==> src/rtl/etroc1_pkg.sv <==
`default_nettype none
// +----------------------------------------------------------------------+
// | etroc1_pkg : shared types and constants for the ETROC1 readout       |
// | Rev 1.0                                                              |
// +----------------------------------------------------------------------+
package etroc1_pkg;

    localparam int PIX_W = 30;
    localparam int HIT_W = 28;
    localparam int NPIX  = 16;

    localparam logic [1:0] WT_DATA = 2'b00;
    localparam logic [1:0] WT_HDR  = 2'b01;
    localparam logic [1:0] WT_TRL  = 2'b10;
    localparam logic [1:0] WT_IDLE = 2'b11;

    localparam logic [PIX_W-1:0] IDLE_WORD = {WT_IDLE, {HIT_W{1'b0}}};

    typedef struct packed {
        logic [NPIX-1:0][HIT_W-1:0] hits;
        logic [NPIX-1:0]            roi;
        logic [11:0]                bcid;
        logic [15:0]                evt_cnt;
    } evt_entry_t;

    typedef enum logic [1:0] {
        ST_IDLE = 2'd0,
        ST_HDR  = 2'd1,
        ST_DATA = 2'd2,
        ST_TRL  = 2'd3
    } state_e;

    function automatic logic [4:0] popcount16(input logic [NPIX-1:0] v);
        logic [4:0] cnt;
        cnt = 5'd0;
        for (int i = 0; i < NPIX; i++) begin
            cnt = cnt + 5'(v[i]);
        end
        return cnt;
    endfunction

endpackage
`default_nettype wire

==> src/rtl/etroc1_readout_if.sv <==
`default_nettype none
// +----------------------------------------------------------------------+
// | etroc1_readout_if : pixel inputs, trigger controls and output stream |
// | Rev 1.0                                                              |
// +----------------------------------------------------------------------+
interface etroc1_readout_if;
    import etroc1_pkg::*;

    logic             l1acc;
    logic             bc0;
    logic [NPIX-1:0]  roi;
    logic [PIX_W-1:0] din_0_0, din_0_1, din_0_2, din_0_3;
    logic [PIX_W-1:0] din_1_0, din_1_1, din_1_2, din_1_3;
    logic [PIX_W-1:0] din_2_0, din_2_1, din_2_2, din_2_3;
    logic [PIX_W-1:0] din_3_0, din_3_1, din_3_2, din_3_3;
    logic [PIX_W-1:0] dout;

    modport master (
        output l1acc, bc0, roi,
        output din_0_0, din_0_1, din_0_2, din_0_3,
        output din_1_0, din_1_1, din_1_2, din_1_3,
        output din_2_0, din_2_1, din_2_2, din_2_3,
        output din_3_0, din_3_1, din_3_2, din_3_3,
        input  dout
    );

    modport slave (
        input  l1acc, bc0, roi,
        input  din_0_0, din_0_1, din_0_2, din_0_3,
        input  din_1_0, din_1_1, din_1_2, din_1_3,
        input  din_2_0, din_2_1, din_2_2, din_2_3,
        input  din_3_0, din_3_1, din_3_2, din_3_3,
        output dout
    );
endinterface
`default_nettype wire

==> src/rtl/etroc1_event_fifo.sv <==
`default_nettype none
// +----------------------------------------------------------------------+
// | etroc1_event_fifo : first-word-fall-through FIFO of event snapshots  |
// | Rev 1.0                                                              |
// +----------------------------------------------------------------------+
module etroc1_event_fifo
    import etroc1_pkg::*;
#(
    parameter int DEPTH = 4
) (
    input  wire logic       clock,
    input  wire logic       reset,
    input  wire logic       i_wr_en,
    input  wire evt_entry_t i_wr_data,
    input  wire logic       i_rd_en,
    output evt_entry_t      o_rd_data,
    output logic            o_full,
    output logic            o_empty
);
    localparam int AW = $clog2(DEPTH);

    evt_entry_t    r_mem [DEPTH];
    logic [AW:0]   r_wr_ptr;
    logic [AW:0]   r_rd_ptr;
    logic          w_do_wr;
    logic          w_do_rd;

    // Extra pointer bit distinguishes full from empty when the indices match.
    assign o_empty   = (r_wr_ptr == r_rd_ptr);
    assign o_full    = (r_wr_ptr[AW] != r_rd_ptr[AW]) &&
                       (r_wr_ptr[AW-1:0] == r_rd_ptr[AW-1:0]);
    assign o_rd_data = r_mem[r_rd_ptr[AW-1:0]];
    assign w_do_wr   = i_wr_en && !o_full;
    assign w_do_rd   = i_rd_en && !o_empty;

    always_ff @(posedge clock) begin
        if (w_do_wr) begin
            r_mem[r_wr_ptr[AW-1:0]] <= i_wr_data;
        end
    end

    always_ff @(posedge clock) begin
        if (reset) begin
            r_wr_ptr <= '0;
            r_rd_ptr <= '0;
        end else begin
            if (w_do_wr) r_wr_ptr <= r_wr_ptr + 1'b1;
            if (w_do_rd) r_rd_ptr <= r_rd_ptr + 1'b1;
        end
    end
endmodule
`default_nettype wire

==> src/rtl/etroc1_readout.sv <==
`default_nettype none
// +----------------------------------------------------------------------+
// | etroc1_readout : 4x4 pixel L1 capture, event queue and word stream.  |
// | Option macro ETROC1_EMPTY_EVENT_EN emits roi=0 events as HDR+TRL.    |
// | Rev 1.0                                                              |
// +----------------------------------------------------------------------+
module etroc1_readout
    import etroc1_pkg::*;
#(
    parameter int EVT_DEPTH = 4
) (
    input  wire logic       clock,
    input  wire logic       reset,
    etroc1_readout_if.slave bus
);
    localparam logic [1:0] S_IDLE = ST_IDLE;
    localparam logic [1:0] S_HDR  = ST_HDR;
    localparam logic [1:0] S_DATA = ST_DATA;
    localparam logic [1:0] S_TRL  = ST_TRL;

    logic [NPIX-1:0][HIT_W-1:0] w_hits;
    logic                       w_unused_msb;

    assign w_hits[0]  = bus.din_0_0[HIT_W-1:0];
    assign w_hits[1]  = bus.din_0_1[HIT_W-1:0];
    assign w_hits[2]  = bus.din_0_2[HIT_W-1:0];
    assign w_hits[3]  = bus.din_0_3[HIT_W-1:0];
    assign w_hits[4]  = bus.din_1_0[HIT_W-1:0];
    assign w_hits[5]  = bus.din_1_1[HIT_W-1:0];
    assign w_hits[6]  = bus.din_1_2[HIT_W-1:0];
    assign w_hits[7]  = bus.din_1_3[HIT_W-1:0];
    assign w_hits[8]  = bus.din_2_0[HIT_W-1:0];
    assign w_hits[9]  = bus.din_2_1[HIT_W-1:0];
    assign w_hits[10] = bus.din_2_2[HIT_W-1:0];
    assign w_hits[11] = bus.din_2_3[HIT_W-1:0];
    assign w_hits[12] = bus.din_3_0[HIT_W-1:0];
    assign w_hits[13] = bus.din_3_1[HIT_W-1:0];
    assign w_hits[14] = bus.din_3_2[HIT_W-1:0];
    assign w_hits[15] = bus.din_3_3[HIT_W-1:0];

    // Pixel words carry a fixed 2'b00 prefix that the data word regenerates.
    assign w_unused_msb = ^{bus.din_0_0[PIX_W-1:HIT_W], bus.din_0_1[PIX_W-1:HIT_W],
                            bus.din_0_2[PIX_W-1:HIT_W], bus.din_0_3[PIX_W-1:HIT_W],
                            bus.din_1_0[PIX_W-1:HIT_W], bus.din_1_1[PIX_W-1:HIT_W],
                            bus.din_1_2[PIX_W-1:HIT_W], bus.din_1_3[PIX_W-1:HIT_W],
                            bus.din_2_0[PIX_W-1:HIT_W], bus.din_2_1[PIX_W-1:HIT_W],
                            bus.din_2_2[PIX_W-1:HIT_W], bus.din_2_3[PIX_W-1:HIT_W],
                            bus.din_3_0[PIX_W-1:HIT_W], bus.din_3_1[PIX_W-1:HIT_W],
                            bus.din_3_2[PIX_W-1:HIT_W], bus.din_3_3[PIX_W-1:HIT_W]};

    logic [11:0] r_bcid;
    logic [15:0] r_evt_cnt;
    logic [7:0]  r_ovf_cnt;

    always_ff @(posedge clock) begin
        if (reset || bus.bc0) begin
            r_bcid <= 12'd0;
        end else begin
            r_bcid <= r_bcid + 12'd1;
        end
    end

    logic       w_full;
    logic       w_empty;
    logic       w_pop;
    logic       w_evt_kept;
    logic       w_wr_en;
    logic       w_drop;
    evt_entry_t w_wr_data;
    evt_entry_t w_rd_data;

`ifdef ETROC1_EMPTY_EVENT_EN
    assign w_evt_kept = 1'b1;
`else
    assign w_evt_kept = |bus.roi;
`endif

    assign w_wr_en = bus.l1acc && !w_full && w_evt_kept;
    assign w_drop  = bus.l1acc && w_full;

    assign w_wr_data.hits    = w_hits;
    assign w_wr_data.roi     = bus.roi;
    assign w_wr_data.bcid    = r_bcid;
    assign w_wr_data.evt_cnt = r_evt_cnt;

    always_ff @(posedge clock) begin
        if (reset) begin
            r_evt_cnt <= 16'd0;
            r_ovf_cnt <= 8'd0;
        end else begin
            if (bus.l1acc) r_evt_cnt <= r_evt_cnt + 16'd1;
            if (w_drop && (r_ovf_cnt != 8'hFF)) r_ovf_cnt <= r_ovf_cnt + 8'd1;
        end
    end

    etroc1_event_fifo #(
        .DEPTH     (EVT_DEPTH)
    ) u_fifo (
        .clock     (clock),
        .reset     (reset),
        .i_wr_en   (w_wr_en),
        .i_wr_data (w_wr_data),
        .i_rd_en   (w_pop),
        .o_rd_data (w_rd_data),
        .o_full    (w_full),
        .o_empty   (w_empty)
    );

    logic [1:0]                 r_state;
    logic [PIX_W-1:0]           r_dout;
    logic [NPIX-1:0][HIT_W-1:0] r_work_hits;
    logic [NPIX-1:0]            r_mask;
    logic [4:0]                 r_hit_cnt;
    logic [3:0]                 w_idx;
    logic [1:0]                 w_state_nx;
    logic [PIX_W-1:0]           w_dout_nx;

    // Lowest still-pending roi bit selects the next data word.
    always_comb begin
        w_idx = 4'd0;
        for (int i = NPIX - 1; i >= 0; i--) begin
            if (r_mask[i]) w_idx = 4'(i);
        end
    end

    // r_state names the word currently on dout; the next word is built
    // alongside the transition so that dout stays a plain register.
    always_comb begin
        w_pop      = 1'b0;
        w_state_nx = S_IDLE;
        w_dout_nx  = IDLE_WORD;
        case (r_state)
            S_IDLE, S_TRL: begin
                if (!w_empty) begin
                    w_pop      = 1'b1;
                    w_state_nx = S_HDR;
                    w_dout_nx  = {WT_HDR, w_rd_data.evt_cnt, w_rd_data.bcid};
                end
            end
            S_HDR, S_DATA: begin
                if (r_mask == '0) begin
                    w_state_nx = S_TRL;
                    w_dout_nx  = {WT_TRL, r_hit_cnt, r_ovf_cnt, 15'd0};
                end else begin
                    w_state_nx = S_DATA;
                    w_dout_nx  = {WT_DATA, r_work_hits[w_idx]};
                end
            end
            default: begin
                w_state_nx = S_IDLE;
                w_dout_nx  = IDLE_WORD;
            end
        endcase
    end

    always_ff @(posedge clock) begin
        if (reset) begin
            r_state <= S_IDLE;
            r_dout  <= IDLE_WORD;
            r_mask  <= '0;
        end else begin
            r_state <= w_state_nx;
            r_dout  <= w_dout_nx;
            if (w_pop) begin
                r_mask <= w_rd_data.roi;
            end else if (w_state_nx == S_DATA) begin
                r_mask <= r_mask & ~(16'd1 << w_idx);
            end
        end
    end

    always_ff @(posedge clock) begin
        if (w_pop) begin
            r_work_hits <= w_rd_data.hits;
            r_hit_cnt   <= popcount16(w_rd_data.roi);
        end
    end

    assign bus.dout = r_dout;
endmodule
`default_nettype wire

==> src/flat_wrapper.sv <==
// flat-port wrapper written by rule: the top's interface ports become plain ports
module etroc1_readout_flat import etroc1_pkg::*;
#(
    parameter int EVT_DEPTH = 4
)
  (clock, reset, bus_l1acc, bus_bc0, bus_roi, bus_din_0_0, bus_din_0_1, bus_din_0_2, bus_din_0_3, bus_din_1_0, bus_din_1_1, bus_din_1_2, bus_din_1_3, bus_din_2_0, bus_din_2_1, bus_din_2_2, bus_din_2_3, bus_din_3_0, bus_din_3_1, bus_din_3_2, bus_din_3_3, bus_dout);
  etroc1_readout_if bus_i ();
  input  wire logic clock;
  input  wire logic reset;
  input wire logic [$bits(bus_i.l1acc)-1:0] bus_l1acc;
  input wire logic [$bits(bus_i.bc0)-1:0] bus_bc0;
  input wire logic [$bits(bus_i.roi)-1:0] bus_roi;
  input wire logic [$bits(bus_i.din_0_0)-1:0] bus_din_0_0;
  input wire logic [$bits(bus_i.din_0_1)-1:0] bus_din_0_1;
  input wire logic [$bits(bus_i.din_0_2)-1:0] bus_din_0_2;
  input wire logic [$bits(bus_i.din_0_3)-1:0] bus_din_0_3;
  input wire logic [$bits(bus_i.din_1_0)-1:0] bus_din_1_0;
  input wire logic [$bits(bus_i.din_1_1)-1:0] bus_din_1_1;
  input wire logic [$bits(bus_i.din_1_2)-1:0] bus_din_1_2;
  input wire logic [$bits(bus_i.din_1_3)-1:0] bus_din_1_3;
  input wire logic [$bits(bus_i.din_2_0)-1:0] bus_din_2_0;
  input wire logic [$bits(bus_i.din_2_1)-1:0] bus_din_2_1;
  input wire logic [$bits(bus_i.din_2_2)-1:0] bus_din_2_2;
  input wire logic [$bits(bus_i.din_2_3)-1:0] bus_din_2_3;
  input wire logic [$bits(bus_i.din_3_0)-1:0] bus_din_3_0;
  input wire logic [$bits(bus_i.din_3_1)-1:0] bus_din_3_1;
  input wire logic [$bits(bus_i.din_3_2)-1:0] bus_din_3_2;
  input wire logic [$bits(bus_i.din_3_3)-1:0] bus_din_3_3;
  output wire logic [$bits(bus_i.dout)-1:0] bus_dout;
  assign bus_i.l1acc = bus_l1acc;
  assign bus_i.bc0 = bus_bc0;
  assign bus_i.roi = bus_roi;
  assign bus_i.din_0_0 = bus_din_0_0;
  assign bus_i.din_0_1 = bus_din_0_1;
  assign bus_i.din_0_2 = bus_din_0_2;
  assign bus_i.din_0_3 = bus_din_0_3;
  assign bus_i.din_1_0 = bus_din_1_0;
  assign bus_i.din_1_1 = bus_din_1_1;
  assign bus_i.din_1_2 = bus_din_1_2;
  assign bus_i.din_1_3 = bus_din_1_3;
  assign bus_i.din_2_0 = bus_din_2_0;
  assign bus_i.din_2_1 = bus_din_2_1;
  assign bus_i.din_2_2 = bus_din_2_2;
  assign bus_i.din_2_3 = bus_din_2_3;
  assign bus_i.din_3_0 = bus_din_3_0;
  assign bus_i.din_3_1 = bus_din_3_1;
  assign bus_i.din_3_2 = bus_din_3_2;
  assign bus_i.din_3_3 = bus_din_3_3;
  assign bus_dout = bus_i.dout;
  etroc1_readout #(.EVT_DEPTH(EVT_DEPTH)) u_core (.clock(clock), .reset(reset), .bus(bus_i));
endmodule
==> config.mk <==
export PLATFORM = sky130hd
export DESIGN_NAME = etroc1_readout_flat
export DESIGN_NICKNAME = d
export VERILOG_FILES = /design/src/rtl/etroc1_pkg.sv /design/src/rtl/etroc1_readout_if.sv /design/src/rtl/etroc1_event_fifo.sv /design/src/rtl/etroc1_readout.sv /design/src/flat_wrapper.sv
export SDC_FILE = /design/constraint.sdc
export NUM_CORES = 2
export LEC_CHECK = 0
export ABC_CLOCK_PERIOD_IN_PS = 22100
export BUFFER_PORTS_ARGS = -buffer_cell sky130_fd_sc_hd__buf_2
export CORE_ASPECT_RATIO = 0.9
export CORE_MARGIN = 2
export CORE_UTILIZATION = 60
export DETAILED_ROUTE_END_ITERATION = 6
export PLACE_DENSITY = 0.79
export SETUP_SLACK_MARGIN = 0.05
export SLEW_MARGIN = 20
export SYNTH_ARGS = -nofsm -noshare
export SYNTH_HDL_FRONTEND = slang
export SYNTH_SLANG_ARGS = --single-unit
==> constraint.sdc <==
create_clock -name clock -period 22.1 [get_ports clock]
set_input_delay 4.42 -clock clock [delete_from_list [all_inputs] [get_ports clock]]
set_output_delay 4.42 -clock clock [all_outputs]
set_load 0.01 [all_outputs]
* Yosys cells after proc, flatten, opt, wreduce, memory -nomap -nowiden
Memories as Yosys holds them, arrays and structs flattened. A register that Yosys moved wholly into a read port is not among the register bits.
Cells that the tools add are included.
** Storage, ports and cells
- Bits in registers :: 543
- Bits in latches :: 0
- Bits in writable memories :: 1968
- Bits in read-only memories :: 0
- Bits of input ports :: 500
- Logic and storage cells :: 106
- Memories :: 1
** Cells by class
- Add/subtract/negate cells :: 20
- Multipliers :: 0
- Divide/modulo/power cells :: 0
- Order comparisons :: 1
- Equality and inequality tests :: 8
- Shifts and indexed selects :: 1
- Muxes and demuxes :: 32
- Bitwise operators :: 2
- Reduce and logical (&&, ||, !) cells :: 16
** Memory list
- u_core.u_fifo.r_mem :: words 4, width 492, rd ports 1, clocked after memory_dff 1, write ports 1, line etroc1_event_fifo.sv:22 : evt_entry_t r_mem [DEPTH];
** Operator list (number)
- $bmux W28 S4 :: 1
- $add A5 B1 Y5 :: 14
- $mux W4 :: 16
- $mux W30 :: 2
- $pmux W30 S2 :: 1
- $mux W16 :: 2
- $mux W28 :: 1
- $add A16 B1 Y16 const B :: 1
- $and A16 B16 Y16 :: 1
- $logic_not A16 Y1 :: 1
- $not A16 Y16 :: 1
- $reduce_or A16 Y1 :: 1
- $shl A1 B4 Y16 const A :: 1
- $add A12 B1 Y12 const B :: 1
- $add A8 B1 Y8 const B :: 1
- $ne A8 B8 Y1 const B :: 1
- $logic_and A1 B1 Y1 :: 7
- $add A3 B1 Y3 const B :: 2
- $eq A2 B2 Y1 const B :: 3
- $mux W1 :: 6
- $lt A4 B5 Y1 const B :: 1
- $mux W2 :: 2
- $pmux W2 S2 :: 1
- $reduce_or A2 Y1 :: 2
- other kinds (9) :: 10

* Longest topological paths before layout
- Depth after elaboration :: 21
- Mapped depth :: 15

* Cells and area by module
From an unflattened synthesis, not the netlist that was laid out.
** Second synthesis, totals
- Cell total of the unflattened synthesis :: 4332
- Area total of the unflattened synthesis :: 93816.2 um^2
** By module, submodules not included
- etroc1_event_fifo :: times used 1, cells each 2638, area an instance 71619.9 um^2, sequential area each 59256.8 um^2
- etroc1_readout :: times used 1, cells each 1694, area an instance 22196.3 um^2, sequential area each 15284.7 um^2

* Worst setup path after synthesis
No wires, ideal clock.
- Path type :: input-to-reg
- Start point :: input bus_l1acc
- End point :: memory u_core.u_fifo.r_mem[3][0] (netlist bit) (enable)
- Data arrival time :: 16196 ps
- Setup slack :: 4982 ps
- Cell stages on the path :: 4
- Path buffers :: 2
- Cell sequence :: clkbuf_1 -> and3_1 -> clkbuf_1 -> and2_1
** On the way
- Word-level cells in the longest chain between the ends :: 5
** RTL lines
- start, declared :: line flat_wrapper.sv:10 : input wire logic [$bits(bus_i.l1acc)-1:0] bus_l1acc;
- $logic_and A1 B1 Y1 (2 in a row) :: line etroc1_readout.sv:78 : assign w_wr_en = bus.l1acc && !w_full && w_evt_kept;
- $logic_and A1 B1 Y1 :: line etroc1_event_fifo.sv:33 : assign w_do_wr = i_wr_en && !o_full;
- $mux W1 :: line etroc1_event_fifo.sv:37 : if (w_do_wr) begin
- $mux W1 (implied by the code) :: line etroc1_event_fifo.sv:38 : r_mem[r_wr_ptr[AW-1:0]] <= i_wr_data;
- end, declared :: line etroc1_event_fifo.sv:22
Every way passes these cells.

==> impl_metrics.toml <==
[clock_network]
insertion_delay_ns = 0.88
clk_pin_slew_worst_paths_ns = 0.06
buffer_levels_on_the_longest_clock_path = 3
clkSinkCount = 2513
cts.repair.resized = 0
cts.hold.buffers_added = 0
cts_max_level = 4
clockRootBuffer = "sky130_fd_sc_hd__clkbuf_16"
total_clock_buffers_created_by_cts = 229
cts_tree = "yes"
cts_setup_buffers = 0

[min_path]
timing.hold.worst_path_depth = 2
hold_class = "flop to flop"

[synthesis]
synth.largest_area_cell = "sky130_fd_sc_hd__edfxtp_1"
synth-seq-cells = 2513
synth_edf_count = 2421
yosysWarningCount = 0
netlist.area_leader.share_pct = 78.6
syn-cell-area_mm2 = 0.0925
synth_top_flop_cell = "sky130_fd_sc_hd__edfxtp_1"
ys_top_cells_by_area = "sky130_fd_sc_hd__edfxtp_1, sky130_fd_sc_hd__mux4_2, sky130_fd_sc_hd__dfxtp_1"
post_syn_nets = 4713
async_reset_ff_share_pct = 0
netlist-cell-type-count = 55
syn-mean-instance-area_um2 = 22.1
sequential_element_share_of_the_synthesized_area_pct = 80.6
synthCells = 4190

[critical_path]
max_stage_delay_ns = 0.93
regToRegSetupSlack_ns = 15.98
cp_data_arrival_time_ns = 8.02
critPathLaunchType = "primary input"
critical-path-slowest-cell = "sky130_fd_sc_hd__nor2_1"
cp_data_required_time_ns = 22.87
cell_count_of_the_worst_reg_to_reg_path = 11
worstSetupEndpointType = "flop"
crit_type = "primary input to flop"
worstPathMaxFanout = 52
crit_path_cell_trace = "buf_2, buf_4, nor2_1, inv_1, nor2_2, nand3_1, nand4_1"

[sta]
setup-violations-final = 0
finalSetupTns_ns = 0
finalMaxSlewViolations = 0
post_layout_minimum_cycle_time_ns = 7.25
grt_setup_unrepaired = "no"
slew-limit-headroom_pct = 21.5
final.period_utilization_pct = 32.8
hold-worst-slack_ns = 0.515
max_clock_freq_ghz = 0.138
worst_slew_pin_slew_ns = 1.17
timing.clock.skew_ns = 0.0646
hold_viol_final = 0

[die]
die_span_in_x_um = 418
die-area_mm2 = 0.157
initial_utilization_pct = 60.5
rows = 136
die-height_um = 377
core_area_mm2 = 0.153
ios = 530

[grt]
overall_routing_resource_usage_pct = 27.8
antenna_found_initial = 148
globalRoute.totalOverflow = 0
largest_net_degree_at_the_start_of_global_routing = 170
grt_pass1_vias = 45100
grt_pass1_wl_mm = 311

[finish]
post_route_cells_drive_above_1_share_pct = 28.5
finish.net_count = 5306
syn_to_final_growth_pct = 13.5
layout.area.seq_mm2 = 0.0745
multi_input_comb_area_mm2 = 0.0171
n_fill_cell = 9046
post-route-util_pct = 68.7

[routing]
wl_per_cell_um = 31.4
vias_per_cell = 6.37
drt_drc_violations_left = 1
dr.pass1.iters = 7
finalWirelength_mm = 221
detail-route-antenna-nets = 0
route.vias.total = 44900
number_of_drc_markers_after_the_initial_detailed_route_iteration = 5393

[placement]
dp_hpwl_mm = 129
buffer_ports.inserted = 497
place.gp.congestion = 0.819

[pwr]
cellPowerDensity_mw_per_mm2 = 143
leakage_nw = 34.3
max-vdd-ir-drop_uv = 189

[flow_run]
cap_violations = 0

[status]
outcome = "finished with violations"
violations = "design-rule violations"
-- stage by stage --
stage / std cells / total power, mW / setup WS (ns) / cell area, um2
floorplan: 4190 / 9.72 / 4.98 / 92500
global placement: 6552 / 11.1 / 14.14 / 97300
finish: 7052 / 15.1 / 14.85 / 105000
global route: 7040 / 15.6 / 14.81 / 105000
detailed placement: 6552 / 11.2 / 14.12 / 97300
CTS: 6975 / 15.1 / 15.04 / 105000
-- report_power, final --
part | switching [mW] | internal, mW | total, mW | leakage (nW)
Combinational | 3.19 | 1.47 | 4.65 | 7.50
Clock | 1.74 | 2.18 | 3.91 | 3.64
Sequential | 0.262 | 6.24 | 6.50 | 23.1
-- layer usage --
layer / vias up / global-route usage (%) / part of all wire [%]
li1: 18600 / - / -
met1: 23300 / 37.1 / 37
met2: 2439 / 44.0 / 49
met3: 560 / 6.48 / 8.5
met4: 70 / 13.5 / 5.1
met5: - / 0 / 0.19
-- synth_stat cells, drive strengths merged, types with 4 or more instances --
cell type,count
mux2i,111
mux2,16
mux4,492
o221ai,5
clkbuf,78
a211oi,41
and2b,5
edfxtp,2421
fa,10
nand3,91
nor4,23
a311oi,31
xnor2,14
a221oi,10
o21ai,44
and2,6
nor2b,27
or3,4
nor3,12
a21oi,36
and3,7
and4,4
nand2,265
buf,120
o31ai,9
dfxtp,92
o211ai,4
nor2,108
nand4,19
ha,13
xor2,25
or2,4
inv,26
-- cell usage in the layout, fill, tap and decap left out, types with 16 or more instances in the layout --
master / netlist / final
sky130_fd_sc_hd__nand2_1: 265 / 264
sky130_fd_sc_hd__clkinv_1: 0 / 45
sky130_fd_sc_hd__mux2i_1: 111 / 111
sky130_fd_sc_hd__clkbuf_1: 78 / 51
sky130_fd_sc_hd__buf_4: 6 / 49
sky130_fd_sc_hd__o21ai_0: 31 / 31
sky130_fd_sc_hd__diode_2: 0 / 76
sky130_fd_sc_hd__xor2_1: 25 / 25
sky130_fd_sc_hd__nand4_1: 19 / 19
sky130_fd_sc_hd__bufinv_16: 0 / 19
sky130_fd_sc_hd__a311oi_1: 31 / 31
sky130_fd_sc_hd__nor4_1: 22 / 22
sky130_fd_sc_hd__dfxtp_1: 92 / 90
sky130_fd_sc_hd__mux2_2: 16 / 16
sky130_fd_sc_hd__buf_2: 47 / 497
sky130_fd_sc_hd__clkinv_2: 0 / 47
sky130_fd_sc_hd__edfxtp_1: 2421 / 2421
sky130_fd_sc_hd__a211oi_1: 41 / 41
sky130_fd_sc_hd__nor2_1: 105 / 103
sky130_fd_sc_hd__mux4_2: 492 / 492
sky130_fd_sc_hd__a21oi_1: 36 / 35
sky130_fd_sc_hd__inv_1: 26 / 25
sky130_fd_sc_hd__clkbuf_16: 0 / 232
sky130_fd_sc_hd__nor2b_1: 27 / 27
sky130_fd_sc_hd__nand3_1: 91 / 91
-- final timing paths --
kind / start / endpoint
min reg2reg: u_core.u_fifo.r_rd_ptr[1]$_SDFFE_PP0P_ / flop
min: u_core.u_fifo.r_rd_ptr[1]$_SDFFE_PP0P_ / flop
max: reset / u_core.bus.dout[4]$_SDFF_PP0_
max reg2reg: flop / u_core.r_hit_cnt[4]$_DFFE_PP_
-- logic make-up after synthesis --
kind of cell	Yosys count	synth area share, %
multiplexers	619	13.4
AND/OR/NAND/NOR	577	2.81
buffers and inverters	224	1.03
XOR/XNOR	39	0.369
AO/OA/AOI/OAI	195	1.44
flip-flops	2513	80.6
adder cells (fa/ha/maj)	23	0.392
-- flip-flops by register name, summed over array words and instances (netlist names), named ones only --
name / flops
u_core.r_evt_cnt: 16
u_core.r_state: 2
u_core.r_hit_cnt: 5
u_core.u_fifo.r_rd_ptr: 3
u_core.r_work_hits: 448
u_core.r_bcid: 12
u_core.bus.dout: 30
u_core.u_fifo.r_wr_ptr: 3
u_core.r_ovf_cnt: 8
u_core.u_fifo.r_mem: 1968
u_core.r_mask: 16
-- worst max-delay path: cells and delay by family --
| family | cells | cell delay (ns) |
|---|---|---|
| AND/OR/NAND/NOR | 4 | 2.74 |
| buffers and inverters | 3 | 0.80 |
-- cell type report --
class	instances	share of cell area [%]
inverters	26	0.100
repair buffers	560	2.98
clock inverters	135	1.35
well taps	2001	2.38
flip-flops and latches	2513	71.0
clock buffers	288	5.78
diodes	76	0.181
multi-input cells	1453	16.3
(Power assumes the default switching activity.)
